## config.mk

```make
export PLATFORM = sky130hd
export DESIGN_NAME = leaf_packet_router
export DESIGN_NICKNAME = d
export VERILOG_FILES = /design/src/rtl/leaf_packet_router.sv
export SDC_FILE = /design/constraint.sdc
export NUM_CORES = 1
export LEC_CHECK = 0
export ABC_AREA = 1
export ABC_CLOCK_PERIOD_IN_PS = 13700
export CORE_ASPECT_RATIO = 2
export CORE_MARGIN = 2
export CORE_UTILIZATION = 50
export CTS_BUF_LIST = sky130_fd_sc_hd__clkbuf_16
export DETAILED_ROUTE_END_ITERATION = 7
export PLACE_DENSITY = 0.72
export RECOVER_POWER = 50
export SYNTH_ARGS = -nofsm -noshare
export SYNTH_HDL_FRONTEND = slang
export SYNTH_HIERARCHICAL = 1
export SYNTH_SLANG_ARGS = --single-unit
```

## constraint.sdc

```tcl
create_clock -name clk -period 13.7 [get_ports clk]
set_clock_uncertainty 0.05 [all_clocks]
set_input_delay 2.055 -clock clk [delete_from_list [all_inputs] [get_ports clk]]
set_output_delay 2.055 -clock clk [all_outputs]
set_load 0.02 [all_outputs]
```

## src/rtl/leaf_packet_router.sv

```systemverilog
// Leaf packet router: classifies packets arriving from a BFT leaf and steers
// them into a stream FIFO, a config FIFO, the RISC-V instruction write port
// or the kernel start control. Packets refused by a full FIFO are dropped,
// retransmission is requested, and the drop is counted.

// First-word-fall-through FIFO. A push into a full FIFO is refused even when
// the same cycle pops, so the caller can decide on a drop from the
// occupancy before the clock edge alone.
module leaf_packet_router_fifo #(
  parameter int W     = 97,
  parameter int DEPTH = 4
) (
  input  logic         clk,
  input  logic         reset,
  input  logic         push,
  input  logic [W-1:0] push_data,
  input  logic         pop_ready,
  output logic         full,
  output logic         valid,
  output logic [W-1:0] data
);
  localparam int AW = $clog2(DEPTH);
  localparam logic [AW:0] DEPTH_C = (AW+1)'(DEPTH);

  logic [AW-1:0] wr_q, wr_d, rd_q, rd_d;
  logic [AW:0]   cnt_q, cnt_d;
  logic [W-1:0]  mem_q [DEPTH];
  logic          do_push, do_pop;

  assign full    = (cnt_q == DEPTH_C);
  assign valid   = (cnt_q != '0);
  assign do_pop  = valid && pop_ready;
  assign do_push = push && !full;
  // Empty FIFO presents zero data rather than stale storage.
  assign data    = valid ? mem_q[rd_q] : '0;

  // Next pointer/occupancy; pointers wrap naturally since DEPTH is a power of 2.
  always_comb begin
    wr_d  = wr_q;
    rd_d  = rd_q;
    cnt_d = cnt_q;
    if (do_push) wr_d = wr_q + 1'b1;
    if (do_pop)  rd_d = rd_q + 1'b1;
    if (do_push && !do_pop)      cnt_d = cnt_q + 1'b1;
    else if (!do_push && do_pop) cnt_d = cnt_q - 1'b1;
  end

  // Pointer and occupancy registers; reset flushes the FIFO.
  always_ff @(posedge clk) begin
    if (reset) begin
      wr_q  <= '0;
      rd_q  <= '0;
      cnt_q <= '0;
    end else begin
      wr_q  <= wr_d;
      rd_q  <= rd_d;
      cnt_q <= cnt_d;
    end
  end

  // Storage write; contents need no reset because data is gated by valid.
  always_ff @(posedge clk) begin
    if (do_push) mem_q[wr_q] <= push_data;
  end
endmodule

module leaf_packet_router #(
  parameter int PACKET_BITS     = 97,
  parameter int PAYLOAD_BITS    = 64,
  parameter int NUM_LEAF_BITS   = 6,
  parameter int NUM_PORT_BITS   = 4,
  parameter int STREAM_PORT_MIN = 2,
  parameter int STREAM_PORT_MAX = 8,
  parameter int FIFO_DEPTH      = 4
) (
  input  logic                   clk,
  input  logic                   reset,
  input  logic [PACKET_BITS-1:0] din,
  output logic                   resend_out,
  output logic [PACKET_BITS-1:0] stream_data,
  output logic                   stream_valid,
  input  logic                   stream_ready,
  output logic [PACKET_BITS-1:0] cfg_data,
  output logic                   cfg_valid,
  input  logic                   cfg_ready,
  output logic [31:0]            instr_packet,
  output logic                   instr_wr_en,
  output logic                   ap_start,
  output logic [15:0]            drop_count
);
  // Port field sits directly below the leaf field.
  localparam int PORT_HI = PACKET_BITS - 2 - NUM_LEAF_BITS;
  localparam logic [NUM_PORT_BITS-1:0] P_MIN = NUM_PORT_BITS'(STREAM_PORT_MIN);
  localparam logic [NUM_PORT_BITS-1:0] P_MAX = NUM_PORT_BITS'(STREAM_PORT_MAX);

  localparam logic [2:0] C_NONE   = 3'd0;
  localparam logic [2:0] C_CFG    = 3'd1;
  localparam logic [2:0] C_STREAM = 3'd2;
  localparam logic [2:0] C_INSTR  = 3'd3;
  localparam logic [2:0] C_SET    = 3'd4;
  localparam logic [2:0] C_CLR    = 3'd5;
  localparam logic [2:0] C_DISC   = 3'd6;

  logic                     pkt_vld;
  logic [NUM_PORT_BITS-1:0] port;
  logic [1:0]               cmd;
  logic [2:0]               cls;
  logic                     s_full, c_full;

  logic        resend_q, resend_d;
  logic        instr_wr_en_q, instr_wr_en_d;
  logic [31:0] instr_packet_q, instr_packet_d;
  logic        ap_start_q, ap_start_d;
  logic [15:0] drop_count_q, drop_count_d;

  assign pkt_vld = din[PACKET_BITS-1];
  assign port    = din[PORT_HI -: NUM_PORT_BITS];
  assign cmd     = din[PAYLOAD_BITS+1:PAYLOAD_BITS];

  // Packet classification; port 0 is the control port selected by cmd.
  always_comb begin
    cls = C_NONE;
    if (pkt_vld) begin
      if (port == '0) begin
        case (cmd)
          2'd0:    cls = C_CFG;
          2'd1:    cls = C_INSTR;
          2'd2:    cls = C_SET;
          default: cls = C_CLR;
        endcase
      end else if (port == NUM_PORT_BITS'(1) || port > P_MAX) begin
        cls = C_CFG;
      end else if (port >= P_MIN) begin
        cls = C_STREAM;
      end else begin
        cls = C_DISC;
      end
    end
  end

  leaf_packet_router_fifo #(.W(PACKET_BITS), .DEPTH(FIFO_DEPTH)) u_stream_fifo (
    .clk       (clk),
    .reset     (reset),
    .push      (cls == C_STREAM),
    .push_data (din),
    .pop_ready (stream_ready),
    .full      (s_full),
    .valid     (stream_valid),
    .data      (stream_data)
  );

  leaf_packet_router_fifo #(.W(PACKET_BITS), .DEPTH(FIFO_DEPTH)) u_cfg_fifo (
    .clk       (clk),
    .reset     (reset),
    .push      (cls == C_CFG),
    .push_data (din),
    .pop_ready (cfg_ready),
    .full      (c_full),
    .valid     (cfg_valid),
    .data      (cfg_data)
  );

  // Control outputs: refused-push resend, instruction write, start level, drops.
  always_comb begin
    resend_d       = (cls == C_STREAM && s_full) || (cls == C_CFG && c_full);
    instr_wr_en_d  = (cls == C_INSTR);
    instr_packet_d = (cls == C_INSTR) ? din[31:0] : 32'd0;
    ap_start_d     = ap_start_q;
    if (cls == C_SET) ap_start_d = 1'b1;
    if (cls == C_CLR) ap_start_d = 1'b0;
    drop_count_d   = drop_count_q;
    if ((resend_d || cls == C_DISC) && drop_count_q != 16'hFFFF)
      drop_count_d = drop_count_q + 16'd1;
  end

  // Control registers; a packet seen during reset is ignored.
  always_ff @(posedge clk) begin
    if (reset) begin
      resend_q       <= 1'b0;
      instr_wr_en_q  <= 1'b0;
      instr_packet_q <= 32'd0;
      ap_start_q     <= 1'b0;
      drop_count_q   <= 16'd0;
    end else begin
      resend_q       <= resend_d;
      instr_wr_en_q  <= instr_wr_en_d;
      instr_packet_q <= instr_packet_d;
      ap_start_q     <= ap_start_d;
      drop_count_q   <= drop_count_d;
    end
  end

  assign resend_out   = resend_q;
  assign instr_wr_en  = instr_wr_en_q;
  assign instr_packet = instr_packet_q;
  assign ap_start     = ap_start_q;
  assign drop_count   = drop_count_q;
endmodule

```

# Word level (Yosys, flattened, before mapping)
# Memory sizes are Yosys's and may differ from the RTL's. A register that Yosys moved wholly into a read port is not among the register bits.
# Cells that the tools add are included.
# classes
order_cmp	2
muxes	19
n_addsub	9
n_bitwise	1
eq_ne	12
n_reduce_logical	28
# op_table
op	count
two-way mux 97 bit	2
two-way mux 3 bit	8
adder 16 x 1 -> 16 bit, second input constant	1
!= test 16 bit, second input constant	1
== test 3 bit, second input constant	5
logical AND 1 bit	11
case mux 3 bit (3 select lines)	1
adder 2 x 1 -> 2 bit, second input constant	4
two-way mux 2 bit	4
adder 3 x 1 -> 3 bit, second input constant	2
== test 3 x 2 -> 1 bit, second input constant	2
zero test 1 bit	6
nonzero test 3 bit	2
subtractor 3 x 1 -> 3 bit, second input constant	2
== test 4 x 1 -> 1 bit, second input constant	1
greater-or-equal comparator 4 x 2 -> 1 bit, second input constant	1
> comparator 4 bit, second input constant	1
zero test 4 bit	1
two-way mux 1 bit	4
nonzero test 2 bit	2
OR reduction 2 bit	2
== test 3 x 1 -> 1 bit, second input constant	1
logical OR 1 bit	3
== test 2 x 1 -> 1 bit, second input constant	1
other kinds (3)	3
# word_totals
out_inout_bits	247
wordCells	84
in_bits	101
reg_bits	65
memories	2
ramBits	776
# mem_list
name	depth	width	rd	rd_ports_with_merged_regs	write_ports	line_no	text
u_cfg_fifo.mem_q	4	97	1	1	1	27	logic [W-1:0] mem_q [DEPTH];
u_stream_fifo.mem_q	4	97	1	1	1	27	

# Logic depth before layout (Yosys ltp)
# logic_depth
depth_word	11
mapped_depth	18
ltp_nobuf	18

# By module
# The synthesis kept the hierarchy.
# modules_own_cells
module	area_each_um2	cells_per_inst	seq_area_each_um2	n_inst
leaf_packet_router_fifo	15537.4	1213	11831.3	2
leaf_packet_router	2148.3	266	1021.0	1

# Worst setup path before layout
# OpenSTA, ideal clock, no wires.
# synth_timing
kind	in2reg
startpoint	in din[89]
endpoint	mem u_cfg_fifo.mem_q[0][0], enable pin
setup_ps	554
arrival_ps	6942
n_path_buf	0
stages	7
setup_slack_ps	6154
required_ps	13096
cell_sequence	nor2_2 > nand3_1 > nor2_2 > nor2_4 > nor3_1 > nand2_1 > nor2_1
# synth_via
elab_chain_cells	9
word_cells_on_any_way	13
classes_between	2 x order compare; 2 x eq/ne; 6 x mux; 3 x reduce/logical
# synth_rtl
element	line_no	text
from (decl)	78	input logic [PACKET_BITS-1:0] din,
greater-or-equal comparator 4 x 2 -> 1 bit, or another cell as far along	133	end else if (port >= P_MIN) begin
two-way mux 3 bit / logical OR 1 bit (equally long branches)	133, 131	
two-way mux 3 bit	131	end else if (port == NUM_PORT_BITS'(1) || port > P_MAX) begin
two-way mux 3 bit *	124	if (port == '0) begin
two-way mux 3 bit *	123	if (pkt_vld) begin
== test 3 x 1 -> 1 bit *	155	.push (cls == C_CFG),
logical AND 1 bit *	33	assign do_push = push && !full;
two-way mux 1 bit *	63	if (do_push) mem_q[wr_q] <= push_data;
two-way mux 1 bit (implied by the code) *	63	
to (decl)	27	
# Mark *: on every way between the ends. The rest lies on a longest branch, timed or not.

# Worst setup path in the final report
# layout_timing
startpoint	in din[86]
endpoint	mem u_stream_fifo.mem_q[0][95], enable pin
# layout_via
elab_chain_cells	9
word_cells_on_any_way	13
classes_between	2 x order compare; 2 x eq/ne; 6 x mux; 3 x reduce/logical
# layout_rtl
element	line_no	text
greater-or-equal comparator 4 x 2 -> 1 bit, or another cell as far along	133	
two-way mux 3 bit / logical OR 1 bit (equally long branches)	133, 131	
two-way mux 3 bit	131	
two-way mux 3 bit *	124	
two-way mux 3 bit *	123	
== test 3 x 2 -> 1 bit *	144	.push (cls == C_STREAM),
logical AND 1 bit *	33	
two-way mux 1 bit *	63	
two-way mux 1 bit (implied by the code) *	63	
to (decl)	27	
# Marks and branches as above.

==> results.md <==
- Status: complete, but fails checks
- Failing checks: capacitance limit, slew limit
- Post-synthesis simple-gate area fraction: 11.5%
- Max layer used: met5
- Initial Util: 50.5%
- H-tree depth: 3
- Xor and xnor fraction of the mapped netlist area: 0.395%
- Reg-to-reg endpoint: u_stream_fifo/mem_q[0][95]$_DFFE_PP_
- Largest net degree at the start of global routing: 195
- Multi-input logic area: 7210 um^2
- # resized after CTS: 0
- Setup TNS: 0 ns
- Routed wl met3: 6920 um
- Synth cell types: 34
- Final Cycle Share: 52.8%
- PwrDens: 197 nW/um^2
- Met1 Wirelength: 31800 um
- Max Cap Viol: 4
- Post-Syn Area: 33200 um^2
- Commonest cells after routing, fill and taps aside: nor2_1, edfxtp_1, o21ai_0
- Chip height: 369 um
- Initial antenna violation count: 5
- Most common library cell in the layout ignoring fill and taps: nor2_1
- Non-filler cells, final: 3918
- ANT nets after route: 0
- Width of the chip: 186 um
- Die ar.: 68600 um^2
- Clock root buffer: clkbuf_16
- Hold buffer count at cts: 0
- Worst-Skew Late Latency: 0.62 ns
- Core area: 65700 um^2
- Area contributors post-synth: edfxtp_1, nor2_1, o21ai_0
- CTS tree: built
- Total CTS buffers: 71
- Fin. max-slew vios: 156
- Leak: 13.5 nW
- Placer Congestion: 0.851
- First-pass GRT wire length: 129000 um
- Hpwl dp: 51300 um
- WHS Path Cells: 2
- Overall Power: 7.74 mW
- R2R cell count: 5
- Area grow syn2layout: 18.1%
- DRC viols: 0
- Ports: 348
- Overall via count from detail_route: 22000
- Routed WL: 86700 um
- Yosys Warn Count: 6
- Actual slew at the worst max-slew pin: 3.12 ns
- Worst R2R Start: u_stream_fifo/cnt_q[0]$_SDFFE_PP0P_
- Top cell type's share of synthesized area: 70.1%
- Post-synth top area cell: edfxtp_1
- Post-synthesis sequential area ratio: 74.3%
- Post-synthesis cell count: 2692
- Drt pass-1 iters: 7
- Rel. slew slack: -108%
- Min Clock Period, post-route: 7.24 ns
- HP Start: u_stream_fifo/rd_q[1]$_SDFFE_PP0P_
- Setup slack after layout: 6.46 ns
- Register area: 24700 um^2
- Clock Sinks: 845
- Filler instances: 5062
- Main combinational cell family by area after synthesis: simple AND/OR/NAND/NOR gates
- Syn_nets: 2806
- VDD IR-drop max: 0.130 mV
- Place WS: 7.34 ns
- IO Port Bufs: 347
- Vias in the first global route: 21900
- Mux cell area share after synthesis: 0%
- Final Hold Viols: 0
- Startpoint types: primary input
- Placed Cells: 3784
- Routed wl met2: 44400 um
- Final net count: 3094
- Setup crit end kind: flop
- Share of cells above drive strength 1: 5.07%
- Final setup fails: 0
- DR iter-0 viols: 2250
- Synth Area in Compound Gates: 9.32%
- Critical setup path kind: in -> reg
- Min-Delay Path Class: reg -> reg
- Fmax: 138 MHz
- Clock Pin Slew Worst Setup and Hold Paths: 0.06 ns
- Row Count: 133
- Max FO, Critical Path: 68
- Yosys reg bits: 845
- R2R Setup Slk: 8.99 ns
- Average wire per standard cell: 22.1 um
- Worst Path Arrival: 7.41 ns
- Hold Worst Slack: 0.460 ns
- Total Routing Usage GR: 25.2%
- Postcts setup bufs: 0
- RSZ-0062 raised after global routing: no
- Syn_area_per_cell: 12.3 um^2
- Adder-Cell Fraction of Synth Area: 0.535%
- Vias/cell: 5.60
- Grt ovf: 0
- Crit path required time: 13.87 ns
- Max Root-Sink Buffers: 3
## metal layers
| metal | up-vias | track usage [%] |
|---|---|---|
| met3 | 178 | 4.88 |
| met4 | 2 | 11.3 |
| met1 | 10800 | 30.4 |
| met2 | 1054 | 43.6 |
| li1 | 9946 | - |
| met5 | - | 0 |
## where the power goes
group	internal [mW]	switching [mW]	leakage [nW]	total, mW
Sequential	2.94	0.0966	7.59	3.04
Combinational	0.953	1.80	4.74	2.75
Clock	1.06	0.887	1.17	1.95
## how the worst max path moves through the flow
stage                     slack (ns)  startpoint                                    to  cells after the start
after floorplan                 6.15     din[89]      u_cfg_fifo/mem_q[0][0]$_DFFE_PP_                      7
after global placement          7.40     din[64]  u_stream_fifo/mem_q[1][77]$_DFFE_PP_                     10
after detailed placement        7.34     din[64]  u_stream_fifo/mem_q[1][77]$_DFFE_PP_                     10
after CTS                       7.32        flop                          cfg_data[46]                      6
after global routing            6.06     din[86]  u_stream_fifo/mem_q[0][53]$_DFFE_PP_                     11
final                           6.46     din[86]  u_stream_fifo/mem_q[0][95]$_DFFE_PP_                     11
## state kept, by name, summed over array words and instances (netlist names), named ones only
signal	count
u_cfg_fifo/mem_q	388
u_stream_fifo/mem_q	388
instr_packet	32
drop_count	16
u_cfg_fifo/cnt_q	3
u_stream_fifo/cnt_q	3
u_cfg_fifo/rd_q	2
u_cfg_fifo/wr_q	2
u_stream_fifo/rd_q	2
u_stream_fifo/wr_q	2
ap_start	1
instr_wr_en	1
resend_out	1
## cell families after synthesis
logic type               Yosys count
AO/OA/AOI/OAI                    611
buffers and inverters            240
XOR/XNOR                          15
adder cells (fa/ha/maj)           13
AND/OR/NAND/NOR                  968
flip-flops                       845
## Yosys cell counts (all sizes together)
cell and count:
xor2 7, edfxtp 776, a211oi 1, xnor2 8, buf 82, fa 2
nand4 4, o21ai 392, ha 11, nand2 65, nand3 35, dfxtp 69
nand3b 2, inv 84, clkbuf 74, nor2 857, a21oi 218, nor3 5
## layout make-up
class / count / area share, %
clock inverter: 54 / 0.845
multi-input combinational: 1607 / 18.4
clock buffer: 76 / 4.85
inverter: 84 / 0.855
antenna: 4 / 0.0255
timing repair buffer: 371 / 9.28
tap: 877 / 2.80
sequential: 845 / 63.0
## worst max-delay path, cell delays in order
cell,delay (ns)
dlygate4sd3_1,0.52
clkbuf_1,0.39
inv_1,0.17
nand3_1,0.16
nor2_2,0.06
nor2_4,0.14
inv_2,0.05
nor2_1,0.22
nand2_1,0.27
nor2_1,2.15
buf_4,1.14
## through the flow
stage	utilization (%)	instance area (um^2)
global route	59.7	39200
detailed placement	56.4	37100
finish	59.7	39200
CTS	59.8	39300
floorplan	-	33200
global placement	56.4	37100
No activity file was read; power rests on OpenSTA's default activity.
